### src/rtl/mem_arbiter.sv
// Shares one single-port, fixed-latency memory between the fetch (read-only) and data requesters.
// Read done MEM_LAT+2 cycles after grant, write done after 2; a waiting port sees stall until its done.
module mem_arbiter #(
    parameter int MEM_LAT = 4,
    parameter int AW      = 16,
    parameter int DW      = 16
) (
    input  logic          clk,
    input  logic          rst,
    input  logic          if_req,
    input  logic [AW-1:0] if_addr,
    output logic [DW-1:0] if_rdata,
    output logic          if_done,
    output logic          if_stall,
    input  logic          dm_req,
    input  logic          dm_wr,
    input  logic [AW-1:0] dm_addr,
    input  logic [DW-1:0] dm_wdata,
    output logic [DW-1:0] dm_rdata,
    output logic          dm_done,
    output logic          dm_stall,
    output logic          mem_en,
    output logic          mem_wr,
    output logic [AW-1:0] mem_addr,
    output logic [DW-1:0] mem_wdata,
    input  logic [DW-1:0] mem_rdata,
    output logic          busy,
    output logic          err
);
    typedef enum logic [1:0] {IDLE, ACCESS, WAIT, DONE} state_t;

    state_t        state;
    logic [3:0]    cnt;
    logic          owner_dm;
    logic          last_dm;
    logic          lat_wr;
    logic          grant_dm;
    logic [AW-1:0] grant_addr;

    // A tie goes to whichever port did not win the previous grant
    assign grant_dm   = dm_req & (~if_req | ~last_dm);
    assign grant_addr = grant_dm ? dm_addr : if_addr;

    assign if_stall = if_req & ~if_done;
    assign dm_stall = dm_req & ~dm_done;
    assign busy     = (state != IDLE);

    always_ff @(posedge clk) begin
        if (!rst) begin
            state     <= IDLE;
            cnt       <= '0;
            owner_dm  <= 1'b0;
            last_dm   <= 1'b0;
            lat_wr    <= 1'b0;
            if_rdata  <= '0;
            dm_rdata  <= '0;
            if_done   <= 1'b0;
            dm_done   <= 1'b0;
            mem_en    <= 1'b0;
            mem_wr    <= 1'b0;
            mem_addr  <= '0;
            mem_wdata <= '0;
            err       <= 1'b0;
        end else begin
            mem_en  <= 1'b0;
            mem_wr  <= 1'b0;
            err     <= 1'b0;
            if_done <= 1'b0;
            dm_done <= 1'b0;
            case (state)
                IDLE: begin
                    if (if_req || dm_req) begin
                        owner_dm  <= grant_dm;
                        last_dm   <= grant_dm;
                        lat_wr    <= grant_dm & dm_wr;
                        mem_addr  <= grant_addr;
                        mem_wdata <= dm_wdata;
                        mem_en    <= 1'b1;
                        mem_wr    <= grant_dm & dm_wr;
                        err       <= grant_addr[0];
                        state     <= ACCESS;
                    end
                end
                ACCESS: begin
                    if (lat_wr) begin
                        dm_done <= 1'b1;
                        state   <= DONE;
                    end else begin
                        cnt   <= 4'(MEM_LAT - 1);
                        state <= WAIT;
                    end
                end
                WAIT: begin
                    if (cnt != 4'd0) begin
                        cnt <= cnt - 4'd1;
                    end else begin
                        // Data is valid exactly this cycle; capture it so it is visible with done
                        if (owner_dm) begin
                            dm_rdata <= mem_rdata;
                            dm_done  <= 1'b1;
                        end else begin
                            if_rdata <= mem_rdata;
                            if_done  <= 1'b1;
                        end
                        state <= DONE;
                    end
                end
                DONE: state <= IDLE;
                default: state <= IDLE;
            endcase
        end
    end
endmodule

### config.mk
export PLATFORM = sky130hd
export DESIGN_NAME = mem_arbiter
export DESIGN_NICKNAME = d
export VERILOG_FILES = /design/src/rtl/mem_arbiter.sv
export SDC_FILE = /design/constraint.sdc
export NUM_CORES = 1
export LEC_CHECK = 0
export CORE_MARGIN = 2
export CORE_UTILIZATION = 44
export DETAILED_ROUTE_END_ITERATION = 10
export HOLD_SLACK_MARGIN = 0.1
export PLACE_DENSITY = 0.85
export SYNTH_ARGS = -nofsm -noshare
export SYNTH_HDL_FRONTEND = slang
export SYNTH_SLANG_ARGS = --single-unit
export TNS_END_PERCENT = 30
### constraint.sdc
create_clock -name clk -period 3.2 [get_ports clk]
set_input_delay 0.32 -clock clk [delete_from_list [all_inputs] [get_ports clk]]
set_output_delay 0.32 -clock clk [all_outputs]
set_load 0.03 [all_outputs]
Word-level counts from Yosys, hierarchy flattened:

Cells that the tools add are included.

* input port bits: 69
* output and inout bits: 72
* register bits: 77

* $add $sub $neg: 1
* equality and inequality tests: 7
* bitwise logic cells: 12
* mux-type cells: 14
* reductions and logical operators: 13

Operators with widths (count)
* two-way mux 16 bit: 1
* AND reduction 3 bit: 4
* two-way mux 4 bit: 2
* != test 2 bit, second input constant: 4
* one-hot mux 2 bit (4 select lines): 1
* one-hot mux 4 bit (2 select lines): 1
* inverter 1 bit: 7
* two-way mux 1 bit: 6
* AND reduction 2 bit: 3
* AND 1 bit: 4
* == test 2 bit, second input constant: 2
* two-way mux 2 bit: 2
* nonzero test 2 bit: 2
* nonzero test 4 bit: 1
* subtractor 4 x 1 -> 4 bit, second input constant: 1
* OR reduction 3 bit: 1
* == test 2 x 1 -> 1 bit, second input constant: 1
* logical NOT 2 bit: 1
* one-hot mux 1 bit (2 select lines): 1
* logical OR 1 bit: 1
* bitwise OR 1 bit: 1

Longest topological paths before layout:

Gate-level depths: netlist of run 1.

* word-level depth: 4
* mapped depth: 8
* mapped depth without buffers: 5

Least setup slack after synthesis of run 1:

No wires, ideal clock.

* path kind: register to register
* from: register cnt[0]
* to: register state[0]
* slack: 1694 ps
* arrival: 1374 ps
* path buffers: 1
* data required time: 3068 ps
* stages on the path, launching flop included: 7
* cells stage by stage: dfxtp_1 > inv_1 > ha_1 > or3b_1 > clkbuf_1 > a211oi_1 > o32ai_1

* word-level cells in the longest chain between the ends: 3

Ends and longest elaborated chain
* from (decl): line 33 `logic [3:0] cnt;`
* from (signal assigned): line 89 `cnt <= 4'(MEM_LAT - 1);`
* from (signal assigned): line 95 `cnt <= cnt - 4'd1;`
* nonzero test 4 bit: line 94 `if (cnt != 4'd0) begin`
* != test 2 bit (no source line)
* AND reduction 2 bit (no source line)
* to (signal assigned): line 90 `state <= WAIT;`
* to (signal assigned): line 105 `state <= DONE;`
* to (signal assigned): line 108 `DONE: state <= IDLE;`
* to (decl): line 32 `state_t state;`

No other way between the ends.
A chain may end at the register's enable or synchronous reset.

Final worst setup path of run 1:

* from: register state[1]
* to: output busy

* word-level cells in the longest chain between the ends: 1

Ends and longest elaborated chain
* from (signal assigned): line 50 `state <= IDLE;`
* from (signal assigned): line 81 `state <= ACCESS;`
* from (signal assigned): line 87 `state <= DONE;`
* nonzero test 2 bit: line 46 `assign busy = (state != IDLE);`
* to (decl): line 27 `output logic busy,`

No other way between the ends.

==> key figures, run 1 <==
Global routing
  • Global route total overflow: 0
  • Vias in the first global route: 2886
  • Gr usage total: 0.226
  • Largest net degree at the start of global routing: 60
  • First-pass GRT wire length: 13.6 mm
  • Initial antenna violation count: 0

Routing
  • DR pass1 iterations: 4
  • Via Count: 3080
  • Initial DRC count: 130
  • WL/cell: 15.1 µm
  • Routed Antenna Nets: 0
  • Post-Route WL: 8.63 mm
  • Vias/cell: 5.40
  • DRC viols: 0

Clock tree
  • Clock Root Buffer: clkbuf_8
  • CTS resizes: 0
  • Clock Pin Slew Worst Setup and Hold Paths: 80 ps
  • Clock Path Buffers: 2
  • CTS H-tree depth: 3
  • CTS Buf Count: 9
  • Clk sinks: 77
  • Hold_buf cts: 0
  • CTS tree: done
  • Skew-Pair Late Insertion Delay: 340 ps
  • Post-CTS setup buffer count: 0

Power and ir drop
  • Pleak: 1.70 nW
  • Power, Total: 3.56 mW
  • Cell Pwr Density: 757 nW/µm²
  • Max VDD drop: 0.589 mV

Floorplan
  • Width of the die: 87.5 µm
  • Starting Density: 0.454
  • I/O pins: 141
  • Core area: 6760 µm²
  • DIE HEIGHT: 87.5 µm
  • FP Rows: 30
  • Die footprint: 7650 µm²

Worst setup path
  • RR Startpoint: state[0]$_SDFFE_PN0P_
  • Most frequent CP cell: inv_1
  • CP Class: reg2out
  • Largest fanout on the critical path: 9
  • Worst path required time: 2880 ps
  • Critical Path Start: state[1]$_SDFFE_PN0P_
  • CP Launch Type: flop
  • Critical-path top delay cell: clkdlybuf4s50_1
  • Reg2reg path depth: 6
  • Largest stage delay, worst path: 660 ps
  • Crit path arrival time: 1890 ps
  • Crit end category: output pin
  • Worst-path cell chain: inv_1, ha_1, inv_1, clkdlybuf4s50_1

Yosys
  • Syn avg cell area: 8.52 µm²
  • Async SR Flop Fraction: 0
  • Number of synthesized register bits: 77
  • Netlist cell types: 37
  • Post-synth EDFFs: 0
  • Synth area leader: dfxtp_1
  • Register area share after synthesis: 0.503
  • Post-Syn Area: 3070 µm²
  • Top cell type's share of synthesized area: 0.503
  • Ranking of synthesized cells by area: dfxtp_1 50%, a21oi_1 11%, o21ai_0 7.5%, mux2i_1 5.5%, nand3_1 5.4%
  • Syn Inst Count: 360
  • Synth Warn #: 0
  • Primary FF master, synth: dfxtp_1
  • Post-synthesis net count: 433

Outcome
  • Status: completed

Hold path
  • Hold Path Stages: 2
  • Worst hold start: mem_wdata[0]$_SDFFE_PN0P_
  • Hold/Removal Path Class: reg2reg

Finish
  • Fill cells: 532
  • Most frequent cells in the layout: 140 x clkdlybuf4s50_1, 77 x dfxtp_1, 69 x a21oi_1, 46 x o21ai_0, 36 x nand2_1
  • P&R area growth vs syn: 53.4%
  • Nets: 558
  • Fin cells: 570
  • Commonest non-fill, non-tap cell in the layout: clkdlybuf4s50_1
  • N_diodes: 0
  • Post-route cell area: 4700 µm²
  • Util after Layout: 0.696
  • Share of layout cells above drive strength 1: 0.0551

Run
  • Max-cap violation count: 0

Timing
  • Fin crit period: 2210 ps
  • Clk_skew: 7.66 ps
  • Final-report hold violation count: 0
  • RSZ-0062 raised after global routing: false
  • Fmax: 453 MHz
  • Worst slew margin: 0.435
  • Final setup fails: 0
  • Hold_ws: 463 ps
  • Period utilisation layout: 0.690
  • Least-Margin Pin Slew: 847 ps
  • Final setup margin: 992 ps
  • TNS Setup: 0 ps
  • Pins Over Slew Limit: 0

Placement
  • PortBufs: 140
  • Inst Count DP: 554
  • Final HPWL from detailed placement: 6.09 mm
  • DP Worst Slack: 1050 ps
  • Final RePlAce weighted congestion: 0.790
  • Area after DPL: 4490 µm²
-- Yosys cell counts, types with 2 or more instances --
cell type	number
dfxtp_1	77
a21oi_1	69
o21ai_0	46
nand2_1	36
nand3_1	33
clkbuf_1	22
mux2i_1	17
buf_2	8
inv_1	7
nor2_1	5
ha_1	4
nor2b_1	4
nor3_1	3
o21ai_1	3
a311oi_1	2
nand4_1	2
o21a_1	2
-- per-layer routing --
metal	wire, µm	global-route usage
met1	3690	0.298
met2	3950	0.346
met3	878	0.0787
met4	119	0.0727
met5	0	0
-- state kept, by name, indices dropped and copies added (netlist names) --
name,cells
lat_wr,1
dm_done,1
cnt,4
if_done,1
mem_wdata,16
state,2
last_dm,1
dm_rdata,16
if_rdata,16
err,1
mem_addr,16
mem_en,1
mem_wr,1
-- logic make-up (layout without fill, tap and decap cells) --
| family | Yosys count | after routing | share of synthesized area |
|---|---|---|---|
| buffers and inverters | 40 | 170 | 0.0559 |
| adder cells (fa/ha/maj) | 4 | 4 | 0.0163 |
| AND/OR/NAND/NOR | 89 | 89 | 0.137 |
| multiplexers | 17 | 17 | 0.0555 |
| flip-flops | 77 | 77 | 0.503 |
| AO/OA/AOI/OAI | 133 | 133 | 0.232 |
-- power breakdown --
part           internal, mW  switching (mW)
logic                 0.594           0.924
clock network         0.403           0.356
registers              1.16           0.121
total                  2.16            1.40
-- worst paths after layout --
kind,end,slack (ps)
max,busy,990
min,mem_wdata[0]$_SDFFE_PN0P_,460
max reg2reg,mem_addr[14]$_SDFFE_PN0P_,1160
min reg2reg,mem_wdata[0]$_SDFFE_PN0P_,460
-- worst max-delay path, delay by kind of cell, from the launching register on --
kind                       cells  cell delay [ps]
buffers and inverters          3              830
adders and majority gates      1              310
DFF                            1              390
-- area by class of cell --
type                    count  area, µm²  area share
clock buffers              11        151      0.0322
inverters                   7       26.3     0.00559
clock inverters             5       58.8      0.0125
multi-input cells         243       1370       0.292
repair buffers            147       1450       0.309
well taps                  80        100      0.0213
flip-flops and latches     77       1540       0.328
Power figures use the tool's default switching activity.
==> run 2, diff against run 1 <==
--- a/config.mk
+++ b/config.mk
@@ -6,10 +6,10 @@
 export NUM_CORES = 1
 export LEC_CHECK = 0
 export CORE_MARGIN = 2
-export CORE_UTILIZATION = 44
+export CORE_UTILIZATION = 37
 export DETAILED_ROUTE_END_ITERATION = 10
 export HOLD_SLACK_MARGIN = 0.1
-export PLACE_DENSITY = 0.85
+export PLACE_DENSITY = 0.76
 export SYNTH_ARGS = -nofsm -noshare
 export SYNTH_HDL_FRONTEND = slang
 export SYNTH_SLANG_ARGS = --single-unit
==> constraint.sdc (replaced) <==
create_clock -name clk -period 2 [get_ports clk]
set_input_delay 0.2 -clock clk [delete_from_list [all_inputs] [get_ports clk]]
set_output_delay 0.2 -clock clk [all_outputs]
set_load 0.03 [all_outputs]
==> run 2 against run 1 <==
Compared with the run above:
- setup slack got worse by 740 ps
- global-route usage fell by 3.3 points
- cell count rose by 5.6%
- die area rose by 18%
- clock power rose by 49%
- sequential share of layout area fell by 0.72 points
- largest cell class is now non-clock buffers
- highest routed layer unchanged
==> key figures, run 2 (synthesis results as in run 1) <==
Hold path
  • Hold Path Stages: 3 (+1)
  • Hold/Removal Path Class: in2reg
  • Worst hold start: dm_wdata[7]

Clock tree
  • Skew-Pair Late Insertion Delay: 350 ps (about the same)
  • Clock Root Buffer: clkbuf_8
  • Clk sinks: 77 (unchanged)
  • CTS tree: done
  • CTS H-tree depth: 3 (unchanged)
  • CTS Buf Count: 9 (unchanged)
  • Hold_buf cts: 0 (unchanged)
  • Clock Path Buffers: 2 (unchanged)
  • Post-CTS setup buffer count: 0 (unchanged)
  • Clock Pin Slew Worst Setup and Hold Paths: 80 ps (about the same)

Finish
  • Util after Layout: 0.591 (-0.105)
  • N_diodes: 0 (unchanged)
  • Multi-input logic area: 1370 µm² (unchanged)
  • Nets: 565 (+1.3%)
  • Most frequent cells in the layout: 139 x clkdlybuf4s50_1, 77 x dfxtp_1, 69 x a21oi_1, 46 x o21ai_0, 36 x nand2_1
  • Commonest non-fill, non-tap cell in the layout: clkdlybuf4s50_1
  • Fill cells: 715 (+34%)
  • P&R area growth vs syn: 56.8%
  • Share of layout cells above drive strength 1: 0.0664 (+0.0113)
  • Fin cells: 602 (+5.6%)
  • Register area: 1540 µm² (unchanged)

Floorplan
  • DIE HEIGHT: 95.0 µm (+8.6%)
  • Die footprint: 9030 µm² (+18%)
  • FP Rows: 33 (+10%)
  • Width of the die: 95.0 µm (+8.6%)
  • Starting Density: 0.377 (-0.0769)
  • I/O pins: 141 (unchanged)
  • Core area: 8130 µm² (+20%)

Worst setup path
  • Worst path required time: 1800 ps (-1080 ps)
  • Critical Path Start: dm_req
  • CP Class: in2out
  • CP Launch Type: input pin
  • RR Startpoint: cnt[0]$_SDFFE_PN0P_
  • Reg2reg path depth: 5 (-1)
  • Crit end category: output pin
  • Crit path arrival time: 1550 ps (-340 ps)
  • Largest fanout on the critical path: 2 (-7)

Routing
  • WL/cell: 14.2 µm (-6.0%)
  • Vias/cell: 5.14 (-4.8%)
  • Routed Antenna Nets: 0 (unchanged)
  • Via Count: 3097 (+0.55%)
  • DR pass1 iterations: 4 (unchanged)
  • DRC viols: 0 (unchanged)
  • Initial DRC count: 127 (-2.3%)
  • Post-Route WL: 8.57 mm (-0.74%)

Placement
  • Final HPWL from detailed placement: 6.08 mm (-0.11%)
  • Final RePlAce weighted congestion: 0.746 (-5.6%)
  • DP Worst Slack: 241 ps (-806 ps)
  • PortBufs: 140 (unchanged)
  • Inst Count DP: 586 (+5.8%)

Timing
  • Clk_skew: 10.3 ps (+2.67 ps)
  • Fin crit period: 1750 ps
  • TNS Setup: 0 ps (unchanged)
  • Final setup fails: 0 (unchanged)
  • Least-Margin Pin Slew: 864 ps (+17.0 ps)
  • Fmax: 573 MHz
  • RSZ-0062 raised after global routing: false
  • Worst slew margin: 0.423 (-0.0114)
  • Period utilisation layout: 0.873
  • Pins Over Slew Limit: 0 (unchanged)
  • Final setup margin: 254 ps (-738 ps)
  • Final-report hold violation count: 0 (unchanged)

Power and ir drop
  • Switch Pwr: 2.23 mW (+59%)
  • Comb pwr share: 0.444 (+0.018)
  • Max VDD drop: 0.705 mV (+20%)
  • Sequential share of power: 0.357 (-0.003)
  • Clock Power Share: 0.198 (-0.015)
  • Cell Pwr Density: 1180 nW/µm² (+57%)
  • Pint: 3.46 mW (+60%)
  • Pleak: 1.74 nW (+2.8%)
  • Net Sw Frac: 0.392 (-0.00146)
  • Power, Total: 5.70 mW (+60%)

Global routing
  • First-pass GRT wire length: 13.7 mm (+0.51%)
  • Global route total overflow: 0 (unchanged)
  • Vias in the first global route: 3015 (+4.5%)
  • Gr usage total: 0.193 (-0.0330)
  • Largest net degree at the start of global routing: 49 (-18%)
  • Initial antenna violation count: 0 (unchanged)

Run
  • Max-cap violation count: 0 (unchanged)

Outcome
  • Status: completed
run 2: critical path, stage by stage:
cell and delay (ps):
clkdlybuf4s50_1 500, nor2b_1 140, clkdlybuf4s50_1 700
run 2: worst paths after layout:
kind	endpoint	slack, ps
max	dm_stall	250
min	mem_wdata[7]$_SDFFE_PN0P_	400
max reg2reg	state[0]$_SDFFE_PN0P_	320
min reg2reg	mem_wdata[13]$_SDFFE_PN0P_	450
run 2: metrics by stage:
| step | hold WS [ps] | area (µm²) |
|---|---|---|
| finish | 398 | 4810 |
| global route | 394 | 4810 |
| CTS | 380 | 4810 |
| detailed placement | 448 | 4620 |
| global placement | 442 | 4620 |
| floorplan | 319 | 3070 |
run 2: per-layer routing:
| layer | share of wire | global-route usage | vias up |
|---|---|---|---|
| met5 | 0 | 0 | - |
| met4 | 0.0097 | 0.0531 | 0 |
| met3 | 0.097 | 0.0854 | 9 |
| met2 | 0.48 | 0.323 | 122 |
| met1 | 0.41 | 0.224 | 1429 |
| li1 | - | - | 1537 |
run 2: area by class of cell:
class / instances / share of cell area
Timing Repair Buffer: 154 / 0.322
Sequential cell: 77 / 0.320
Multi-Input combinational cell: 243 / 0.285
Tap cell: 105 / 0.0273
Clock buffer: 10 / 0.0265
Clock inverter: 6 / 0.0133
Inverter: 7 / 0.00546
run 2: power by group through the flow:
stage	sequential [mW]	clock [mW]	combinational, mW
floorplan	2.60	0	0.936
global placement	2.05	0	2.48
detailed placement	2.07	0	2.54
CTS	2.04	1.16	2.55
global route	2.07	1.24	2.71
finish	2.04	1.13	2.53
run 2: what timing repair did:
item / 4_1_cts / 5_1_grt
gates resized for setup: 0 / 1
endpoints found under the hold margin: 0 / 0
setup endpoints to repair: 0 / 1
==> run 3, diff against run 2 <==
--- a/config.mk
+++ b/config.mk
@@ -6,10 +6,12 @@
 export NUM_CORES = 1
 export LEC_CHECK = 0
 export CORE_MARGIN = 2
-export CORE_UTILIZATION = 37
+export CORE_UTILIZATION = 41
+export CTS_CLUSTER_SIZE = 25
 export DETAILED_ROUTE_END_ITERATION = 10
 export HOLD_SLACK_MARGIN = 0.1
-export PLACE_DENSITY = 0.76
+export PLACE_DENSITY = 0.8
+export SLEW_MARGIN = 30
 export SYNTH_ARGS = -nofsm -noshare
 export SYNTH_HDL_FRONTEND = slang
 export SYNTH_SLANG_ARGS = --single-unit
==> constraint.sdc (replaced) <==
create_clock -name clk -period 1.65 [get_ports clk]
set_input_delay 0.165 -clock clk [delete_from_list [all_inputs] [get_ports clk]]
set_output_delay 0.165 -clock clk [all_outputs]
set_load 0.03 [all_outputs]
==> run 3 against run 2 <==
Compared with the run above:
- final area rose by 2.1%
- core utilization rose by 8.6 points
- critical path depth increased by 4
- non-clock buffer count up 5
- global-route usage rose by 2.6 points
- first-iteration DRC count decreased by 4.7%
- sequential share of layout area down 0.63 points
- sequential cell count unchanged
- power grew 23%
- largest cell class unchanged
- highest routed layer unchanged
==> key figures, run 3 (synthesis results as in run 1) <==
Worst setup path
  • Worst-path cell chain: inv_1, ha_4, nor4bb_4, buf_4, buf_12, nand3_1, a21oi_1
  • Critical-path top delay cell: dfxtp_1
  • Crit. path cell count: 7 (+4)
  • Crit end category: flop
  • Crit path arrival time: 1880 ps (+330 ps)
  • CP Class: reg2reg
  • Largest delay contributor family on the critical path: buffers and inverters
  • Largest stage delay, worst path: 350 ps (-350 ps)
  • Largest fanout on the critical path: 16 (+14)
  • Buf/Inv on CP: 3 (+1)
  • CP Launch Type: flop
  • Reg2reg path depth: 7 (+2)
  • Worst path required time: 1920 ps (+120 ps)

Placement
  • Area after DPL: 4680 µm² (+1.3%)
  • Final HPWL from detailed placement: 6.16 mm (+1.3%)
  • Final RePlAce weighted congestion: 0.771 (+3.5%)
  • DP Worst Slack: 22.8 ps (-218 ps)
  • PortBufs: 140 (unchanged)

Run
  • Max-cap violation count: 0 (unchanged)

Timing
  • Period utilisation layout: 0.974
  • Fmax: 622 MHz
  • Hold_ws: 359 ps (-38.7 ps)
  • Final-report hold violation count: 0 (unchanged)
  • Final setup fails: 0 (unchanged)
  • Clk_skew: 8.31 ps (-2.01 ps)
  • Fin crit period: 1610 ps
  • Final setup margin: 42.9 ps (-211 ps)
  • Pins Over Slew Limit: 0 (unchanged)
  • Least-Margin Pin Slew: 417 ps (-447 ps)
  • Worst slew margin: 0.718 (+0.295)

Finish
  • Share of layout cells above drive strength 1: 0.0938 (+0.0274)
  • Register area: 1540 µm² (about the same)
  • Multi-input logic area: 1410 µm² (+2.8%)
  • N_diodes: 0 (unchanged)
  • Most frequent cells in the layout: 137 x clkdlybuf4s50_1, 76 x dfxtp_1, 67 x a21oi_1, 41 x o21ai_0, 36 x nand2_1
  • Fill cells: 611 (-15%)
  • P&R area growth vs syn: 60.1%
  • Post-route cell area: 4910 µm² (+2.1%)
  • Nets: 570 (+0.88%)
  • Commonest non-fill, non-tap cell in the layout: clkdlybuf4s50_1

Floorplan
  • Width of the die: 90.5 µm (-4.8%)
  • Starting Density: 0.423 (+0.0458)
  • Die footprint: 8190 µm² (-9.4%)
  • FP Rows: 31 (-6.1%)
  • I/O pins: 141 (unchanged)
  • Core area: 7250 µm² (-11%)
  • DIE HEIGHT: 90.5 µm (-4.8%)

Global routing
  • Global route total overflow: 0 (unchanged)
  • Largest net degree at the start of global routing: 39 (-20%)
  • Gr usage total: 0.219 (+0.0261)
  • Initial antenna violation count: 0 (unchanged)
  • Vias in the first global route: 3057 (+1.4%)
  • First-pass GRT wire length: 14.7 mm (+7.0%)

Clock tree
  • CTS Buf Count: 9 (unchanged)
  • Clock Root Buffer: clkbuf_8
  • CTS H-tree depth: 3 (unchanged)
  • Clk sinks: 77 (unchanged)
  • Clock Pin Slew Worst Setup and Hold Paths: 80 ps (about the same)
  • Clock Path Buffers: 2 (unchanged)
  • Hold_buf cts: 0 (unchanged)
  • CTS tree: done
  • Skew-Pair Late Insertion Delay: 350 ps (about the same)

Outcome
  • Status: completed

Power and ir drop
  • Comb pwr share: 0.466 (+0.022)
  • Clock Power Share: 0.178 (-0.020)
  • Max VDD drop: 0.833 mV (+18%)
  • Pleak: 1.78 nW (+2.1%)
  • Sequential share of power: 0.356 (about the same)
  • Net Sw Frac: 0.397 (+0.00462)
  • Pint: 4.22 mW (+22%)
  • Cell Pwr Density: 1420 nW/µm² (+20%)
  • Switch Pwr: 2.78 mW (+24%)

Routing
  • Initial DRC count: 121 (-4.7%)
  • DR pass1 iterations: 4 (unchanged)
  • DRC viols: 0 (unchanged)
  • Vias/cell: 5.25 (+2.1%)
  • Via Count: 3151 (+1.7%)
  • Post-Route WL: 9.00 mm (+5.1%)
  • WL/cell: 15.0 µm (+5.4%)
  • Routed Antenna Nets: 0 (unchanged)

Hold path
  • Hold/Removal Path Class: in2reg
  • Hold Path Stages: 3 (unchanged)
run 3: routing by layer:
metal / part of all wire / GRT usage
met5: 0 / 0
met4: 0.014 / 0.0538
met3: 0.10 / 0.0960
met2: 0.47 / 0.364
met1: 0.41 / 0.259
run 3: worst paths after layout:
kind         slack, ps                         end                 startpoint
max                 40   if_rdata[14]$_SDFFE_PN0P_        cnt[1]$_SDFFE_PN0P_
max reg2reg         40   if_rdata[14]$_SDFFE_PN0P_        cnt[1]$_SDFFE_PN0P_
min                360  mem_wdata[10]$_SDFFE_PN0P_               dm_wdata[10]
min reg2reg        460   mem_wdata[7]$_SDFFE_PN0P_  mem_wdata[7]$_SDFFE_PN0P_
run 3: power by group through the flow:
stage	combinational (mW)	sequential (mW)	clock, mW
floorplan	1.14	3.15	0
global placement	3.09	2.51	0
detailed placement	3.15	2.51	0
CTS	3.17	2.48	1.28
global route	3.50	2.54	1.35
finish	3.26	2.49	1.24
run 3: worst register-to-register path: cells and delay by family, from the launching register on:
family | cells | cell delay [ps]
AOI/OAI and AO/OA | 1 | 170
adders and majority gates | 1 | 180
buffers and inverters | 3 | 440
DFF | 1 | 350
and+or+nand+nor | 2 | 390
run 3: repair_timing:
item,CTS,global route
cloned,0,1
endpoints found under the setup margin,2,40
pin swaps,0,1
gates resized for setup,3,13
setup buffers,0,1
run 3: area by class of cell:
type                       instances  share of cell area
timing repair buffer             159               0.334
sequential                        77               0.314
clock inverter                     4             0.00510
inverter                           7             0.00535
tap                               99              0.0252
multi-input combinational        243               0.287
clock buffer                      11              0.0288
run 3: stage by stage:
| step | total power, mW | TNS [ps] | utilization | instances |
|---|---|---|---|---|
| finish | 7.00 | 0 | 0.677 | 600 |
| global route | 7.38 | -10.9 | 0.677 | 600 |
| CTS | 6.93 | 0 | 0.668 | 598 |
| detailed placement | 5.66 | 0 | 0.645 | 583 |
| global placement | 5.60 | 0 | 0.645 | 583 |
| floorplan | 4.29 | 0 | - | 360 |
